===== config.mk =====
export PLATFORM = sky130hd
export DESIGN_NAME = link_slot_scheduler
export DESIGN_NICKNAME = d
export VERILOG_FILES = /design/src/rtl/link_slot_scheduler.sv
export SDC_FILE = /design/constraint.sdc
export NUM_CORES = 1
export LEC_CHECK = 0
export CAP_MARGIN = 5
export CORE_UTILIZATION = 33
export DETAILED_ROUTE_END_ITERATION = 8
export REMOVE_ABC_BUFFERS = 1
export SYNTH_ARGS = -nofsm -noshare
export SYNTH_HDL_FRONTEND = slang
export SYNTH_SLANG_ARGS = --single-unit

===== constraint.sdc =====
create_clock -name clock -period 4.5 [get_ports clock]
set_clock_uncertainty 0.1 [all_clocks]
set_input_delay 0.9 -clock clock [delete_from_list [all_inputs] [get_ports clock]]
set_output_delay 0.9 -clock clock [all_outputs]
set_load 0.005 [all_outputs]

===== src/rtl/link_slot_scheduler.sv =====
// Frame-slotted link scheduler: round-robin grants one requester per frame onto the
// link and routes each returned sample back to its owner LAT_FRAMES frames later.
module link_slot_scheduler #(
    parameter int unsigned FRAME_CYCLES = 720,
    parameter int unsigned LAT_FRAMES   = 2,
    parameter logic [7:0]  IDLE_WORD    = 8'h00
) (
    input  logic       clock,
    input  logic       resetN,
    input  logic       sync_in,
    input  logic [1:0] req_valid,
    input  logic [7:0] req_data0,
    input  logic [7:0] req_data1,
    output logic [1:0] req_ready,
    output logic [7:0] link_ad,
    output logic       link_sync,
    input  logic [7:0] link_da,
    output logic       frame_strobe,
    output logic [1:0] rx_valid,
    output logic [7:0] rx_data
);

    localparam logic [0:0]  S_IDLE    = 1'b0;
    localparam logic [0:0]  S_RUN     = 1'b1;
    localparam logic [11:0] FCNT_LAST = 12'(FRAME_CYCLES - 1);

    logic [0:0]          state;
    logic [11:0]         fcnt;
    logic                rr_pri;
    logic [LAT_FRAMES:0] tag_v;
    logic [LAT_FRAMES:0] tag_id;
    logic                run_act;
    logic                frame_start;
    logic                frame_end;
    logic                win_vld;
    logic                win_id;

    // Dropping sync_in suppresses every RUN action in that same cycle.
    always_comb begin
        run_act     = (state == S_RUN) && sync_in;
        frame_start = run_act && (fcnt == '0);
        frame_end   = run_act && (fcnt == FCNT_LAST);
        win_vld     = |req_valid;
        win_id      = (&req_valid) ? rr_pri : req_valid[1];
        req_ready   = '0;
        if (frame_start && win_vld) begin
            req_ready = win_id ? 2'b10 : 2'b01;
        end
    end

    always_ff @(posedge clock or negedge resetN) begin
        if (!resetN) begin
            state        <= S_IDLE;
            fcnt         <= '0;
            rr_pri       <= 1'b0;
            tag_v        <= '0;
            tag_id       <= '0;
            link_ad      <= IDLE_WORD;
            link_sync    <= 1'b0;
            frame_strobe <= 1'b0;
            rx_valid     <= '0;
            rx_data      <= '0;
        end else begin
            frame_strobe <= frame_start;
            link_sync    <= (state == S_RUN);
            rx_valid     <= '0;
            case (state)
                S_IDLE: begin
                    if (sync_in) begin
                        state <= S_RUN;
                        fcnt  <= '0;
                    end
                end
                S_RUN: begin
                    if (!sync_in) begin
                        state   <= S_IDLE;
                        fcnt    <= '0;
                        tag_v   <= '0;
                        link_ad <= IDLE_WORD;
                    end else begin
                        fcnt <= frame_end ? '0 : fcnt + 12'd1;
                        if (frame_start) begin
                            link_ad <= win_vld ? (win_id ? req_data1 : req_data0) : IDLE_WORD;
                            tag_v   <= {tag_v[LAT_FRAMES-1:0], win_vld};
                            tag_id  <= {tag_id[LAT_FRAMES-1:0], win_id};
                            if (win_vld) begin
                                rr_pri <= ~win_id;
                            end
                        end
                        // Oldest tag belongs to the frame whose sample is arriving now.
                        if (frame_end && tag_v[LAT_FRAMES]) begin
                            rx_valid <= tag_id[LAT_FRAMES] ? 2'b10 : 2'b01;
                            rx_data  <= link_da;
                        end
                    end
                end
                default: state <= S_IDLE;
            endcase
        end
    end

endmodule


* Word level (Yosys, flattened, before mapping)
Cells that the tools add are included.
** Storage, ports and cells
- Bits in registers :: 40
- Input bits :: 29
- Word-level logic and storage cells :: 46
** Operators by class
- Add/subtract/negate cells :: 1
- Equality and inequality tests :: 3
- Muxes and demuxes :: 18
- Bitwise gates (word level) :: 2
- Reductions and logical operators :: 12
** Operators by type and width (count)
- two-way mux 12 bit :: 3
- two-way mux 8 bit :: 4
- one-hot mux 12 bit (2 select lines) :: 1
- adder 12 x 1 -> 12 bit, second input constant :: 1
- equality test 12 x 10 -> 1 bit, second input constant :: 1
- zero test 12 bit :: 1
- two-way mux 2 bit :: 6
- two-way mux 3 bit :: 2
- AND reduction 3 bit :: 2
- logical AND 1 bit :: 5
- AND reduction 2 bit :: 2
- AND reduction 4 bit :: 1
- two-way mux 1 bit :: 2
- inequality test 2 x 1 -> 1 bit, second input constant :: 1
- inequality test 2 bit, second input constant :: 1
- inverter 1 bit :: 2
- OR reduction 2 bit :: 1

* Longest topological paths before layout
- Depth in word-level cells :: 6
- Depth in mapped cells :: 8

* Least setup slack after synthesis
Ideal clock, no wire load.
- Path type :: input to output
- Start point :: input port sync_in
- End point :: output port req_ready[0]
- Arrival :: 1817 ps
- Required time :: 3500 ps
- Slack :: 1683 ps
- Stages on the path :: 5
- Path buffers :: 1
- Path through :: nand2_1 -> nor3_2 -> o211ai_1 -> clkbuf_1 -> a21oi_1
** On the way
- Word-level cells in the longest chain between the ends :: 4
** RTL lines
- start: declaration :: line 10 : input logic sync_in,
- logical AND 1 bit :: line 40 : run_act = (state == S_RUN) && sync_in;
- logical AND 1 bit :: line 41 : frame_start = run_act && (fcnt == '0);
- logical AND 1 bit :: line 46 : if (frame_start && win_vld) begin
- two-way mux 2 bit :: line 46
- end: declaration :: line 14 : output logic [1:0] req_ready,
No other way between the ends.

* Worst setup path after layout
- Start point :: input port sync_in
- End point :: output port req_ready[1]
Same word-level chain as after synthesis.

==> results.yml <==
synthesis:
  synth_top_family_by_area: "simple AND/OR/NAND/NOR gates"
  muxShareOfSynthArea: 0.117
  synth-edff-count: 0
  synth.avg_cell_area_um2: 10.8
  synth_xor_area_frac: 0.00441
  synth.distinct_cells: 40
  synth-main-ff-cell: "dfrtp_1"
  synth_compound_area_frac: 0.103
  synthSimpleGateAreaFrac: 0.217
  synthCells: 184
  syn_area_mm2: 0.00199
  yosysWarnings: 0
  ys_ff_latch: 40
  synth-async-reset-ratio: 1.00
  seq_area_frac_synth: 0.504
  synth_fa_ha_area_frac: 0.0126
clock_tree:
  clock_latency_ps: 290
  cts_max_level: 2
  clk_transition_reported_paths_ps: 70
  clock-root-buffer: "clkbuf_8"
  post_cts_buffers: 0
  cts_made_buffers: 5
  clock_path_buffers: 2
  postCtsHoldBufs: 0
  cts_tree: "done"
  cts.sinks: 40
  ctsResizeCount: 0
floorplan:
  start_util: 0.352
  dieArea_mm2: 0.00633
  top_level_ports: 51
  rows: 27
  die_y_um: 79.6
  die_w_um: 79.6
  coreArea_mm2: 0.00564
timing:
  slew_headroom: 0.415
  period_share: 0.866
  rsz0062_at_grt: "no"
  fmax_mhz: 257
  setup_viol: 0
  fin_tns_setup_ps: 0
  finalMaxSlewViolations: 0
  tightest_slew_ps: 877
  fin_crit_ps: 3900
  hold_viol_final: 0
placed_design:
  io_buffers: 50
  place.gp.congestion: 0.813
  place_hpwl_um: 2860
  place_area_mm2: 0.00254
global_routing:
  grt_overflow_total: 0
  grt_start_max_net_pins: 41
  grt_pass1_vias: 1551
  antenna_found_initial: 0
  grt_pass1_wl_um: 7230
  grtUsageTotal: 0.149
power_and_ir_drop:
  p_per_area_mw_per_mm2: 331
  p_leak_nw: 1.21
  ir_drop_uv: 155
  p_total_mw: 0.880
detailed_routing:
  avgRoutedWirePerCell_um: 13.8
  drt-initial-drc-count: 76
  firstDrtPassIters: 6
  wl_um: 4260
  ant_nets: 0
  vias: 1596
  post-route-drc-count: 0
  vias_per_cell: 5.18
worst_hold_path:
  hold_class: "flip-flop to flip-flop"
  whs_path_depth: 1
setup_path:
  cpPeakStageDelay_ps: 490
  cp_max_fo: 10
  crit_arrival_ps: 2900
  startpoint_type: "input port"
  cpMaxStageDelayCell: "clkdlybuf4s50_1"
  critPathTopFamily: "simple AND/OR/NAND/NOR gates"
  worst-path-buf-inv: 2
  cp.required_ps: 3500
  worst_setup_path_end_kind: "primary output"
  reg2regPathDepth: 7
  cpMostUsedCell: "clkdlybuf4s50_1"
  crit_chain: "clkdlybuf4s50_1 > nand2_1 > nor3_2 > and2_0 > and3_1 > clkdlybuf4s50_1"
  worstSetupPathType: "input port to primary output"
  path_depth: 6
finish:
  drive_gt1_frac: 0.136
  nets: 266
  flow.area_growth_from_synthesis_pct: 33.7
  design_area_mm2: 0.00266
  diodes: 0
outcome:
  status: "complete, no violations"
flow_run:
  cap_viol_max_count: 0
-- synth_stat cells, types with 2 or more instances --
cell,count,area (µm²)
a31oi_1,2,12.5
and3_2,3,22.5
and4_1,2,17.5
clkbuf_1,5,18.8
dfrtp_1,40,1000
ha_1,2,25.0
inv_1,9,33.8
mux2_2,2,22.5
mux2_4,8,120
mux2i_1,9,90.1
nand2_1,23,86.3
nand2b_1,9,56.3
nand3_1,15,75.1
nand4_1,2,12.5
nor2_1,5,18.8
nor3_2,2,20.0
o21ai_0,11,55.1
o221ai_1,11,96.3
or3_1,3,18.8
-- report_power, final --
group          switching [mW]  internal (mW)
sequential             0.0304          0.400
combinational          0.0664         0.0952
clock                   0.123          0.164
total                   0.220          0.660
-- placed cells by master (no fill, tap or decap), types with 2 or more instances in the layout --
cell and n:
buf_4 3, and3_2 3, clkbuf_8 5, mux2i_1 9, mux2_2 2, a31oi_1 2
nand2_1 23, ha_1 2, o221ai_1 11, or3_1 3, nand2b_1 9, nor2_1 5
and4_1 2, nand4_1 2, mux2_4 8, o21ai_0 11, nand3_1 15, inv_1 9
nor3_2 2, clkdlybuf4s50_1 49, dfrtp_1 40
-- path summary, 6_finish.rpt --
check	slack, ps	start	to
min in group asynchronous	610	resetN	link_ad[5]$_DFFE_PN0P_
hold / removal	330	tag_id[2]$_DFFE_PN0P_	rx_valid[0]$_DFF_PN0_
max in group asynchronous	3120	resetN	rx_data[0]$_DFFE_PN0P_
setup reg to reg	2040	fcnt[0]$_DFFE_PN0P_	tag_id[1]$_DFFE_PN0P_
hold reg to reg	330	tag_id[2]$_DFFE_PN0P_	rx_valid[0]$_DFF_PN0_
setup / recovery	600	sync_in	req_ready[1]
-- sequential cells by signal, indices dropped and copies added, names as in the netlist, 2 cells and up --
register,cells
fcnt,12
link_ad,8
rx_data,8
tag_id,3
tag_v,3
rx_valid,2
-- layer usage --
metal | GRT usage | wire [µm] | part of all wire | up-vias
li1 | - | - | - | 765
met2 | 0.221 | 1780 | 0.42 | 48
met1 | 0.199 | 2170 | 0.51 | 779
met4 | 0.0564 | 55 | 0.013 | 0
met5 | 0 | 0 | 0 | -
met3 | 0.0503 | 256 | 0.060 | 4
-- through the flow --
stage | util | hold slack [ps] | cells | setup slack [ps]
4_1_cts | 0.471 | 329 | 308 | 627
5_1_grt | 0.471 | 354 | 308 | 516
2_1_floorplan | - | 303 | 175 | 1420
3_5_place_dp | 0.451 | 319 | 300 | 639
3_3_place_gp | 0.451 | 310 | 300 | 640
6_report | 0.471 | 328 | 308 | 603
-- final cells by class --
| type | count | area [µm²] |
|---|---|---|
| clock buffer | 5 | 68.8 |
| clock inverter | 3 | 42.5 |
| fill | 535 | 2990 |
| inverter | 9 | 33.8 |
| multi-input combinational | 126 | 901 |
| sequential | 40 | 1000 |
| tap | 72 | 90.1 |
| timing repair buffer | 53 | 518 |
-- kinds of logic (layout without fill, tap and decap cells) --
family                   after synthesis  after routing
AND/OR/NAND/NOR                       75             75
flip-flops                            40             40
AO/OA/AOI/OAI                         29             29
multiplexers                          19             19
buffers and inverters                 18             70
adder cells (fa/ha/maj)                2              2
XOR/XNOR                               1              1
No activity file was read; power rests on OpenSTA's default activity.
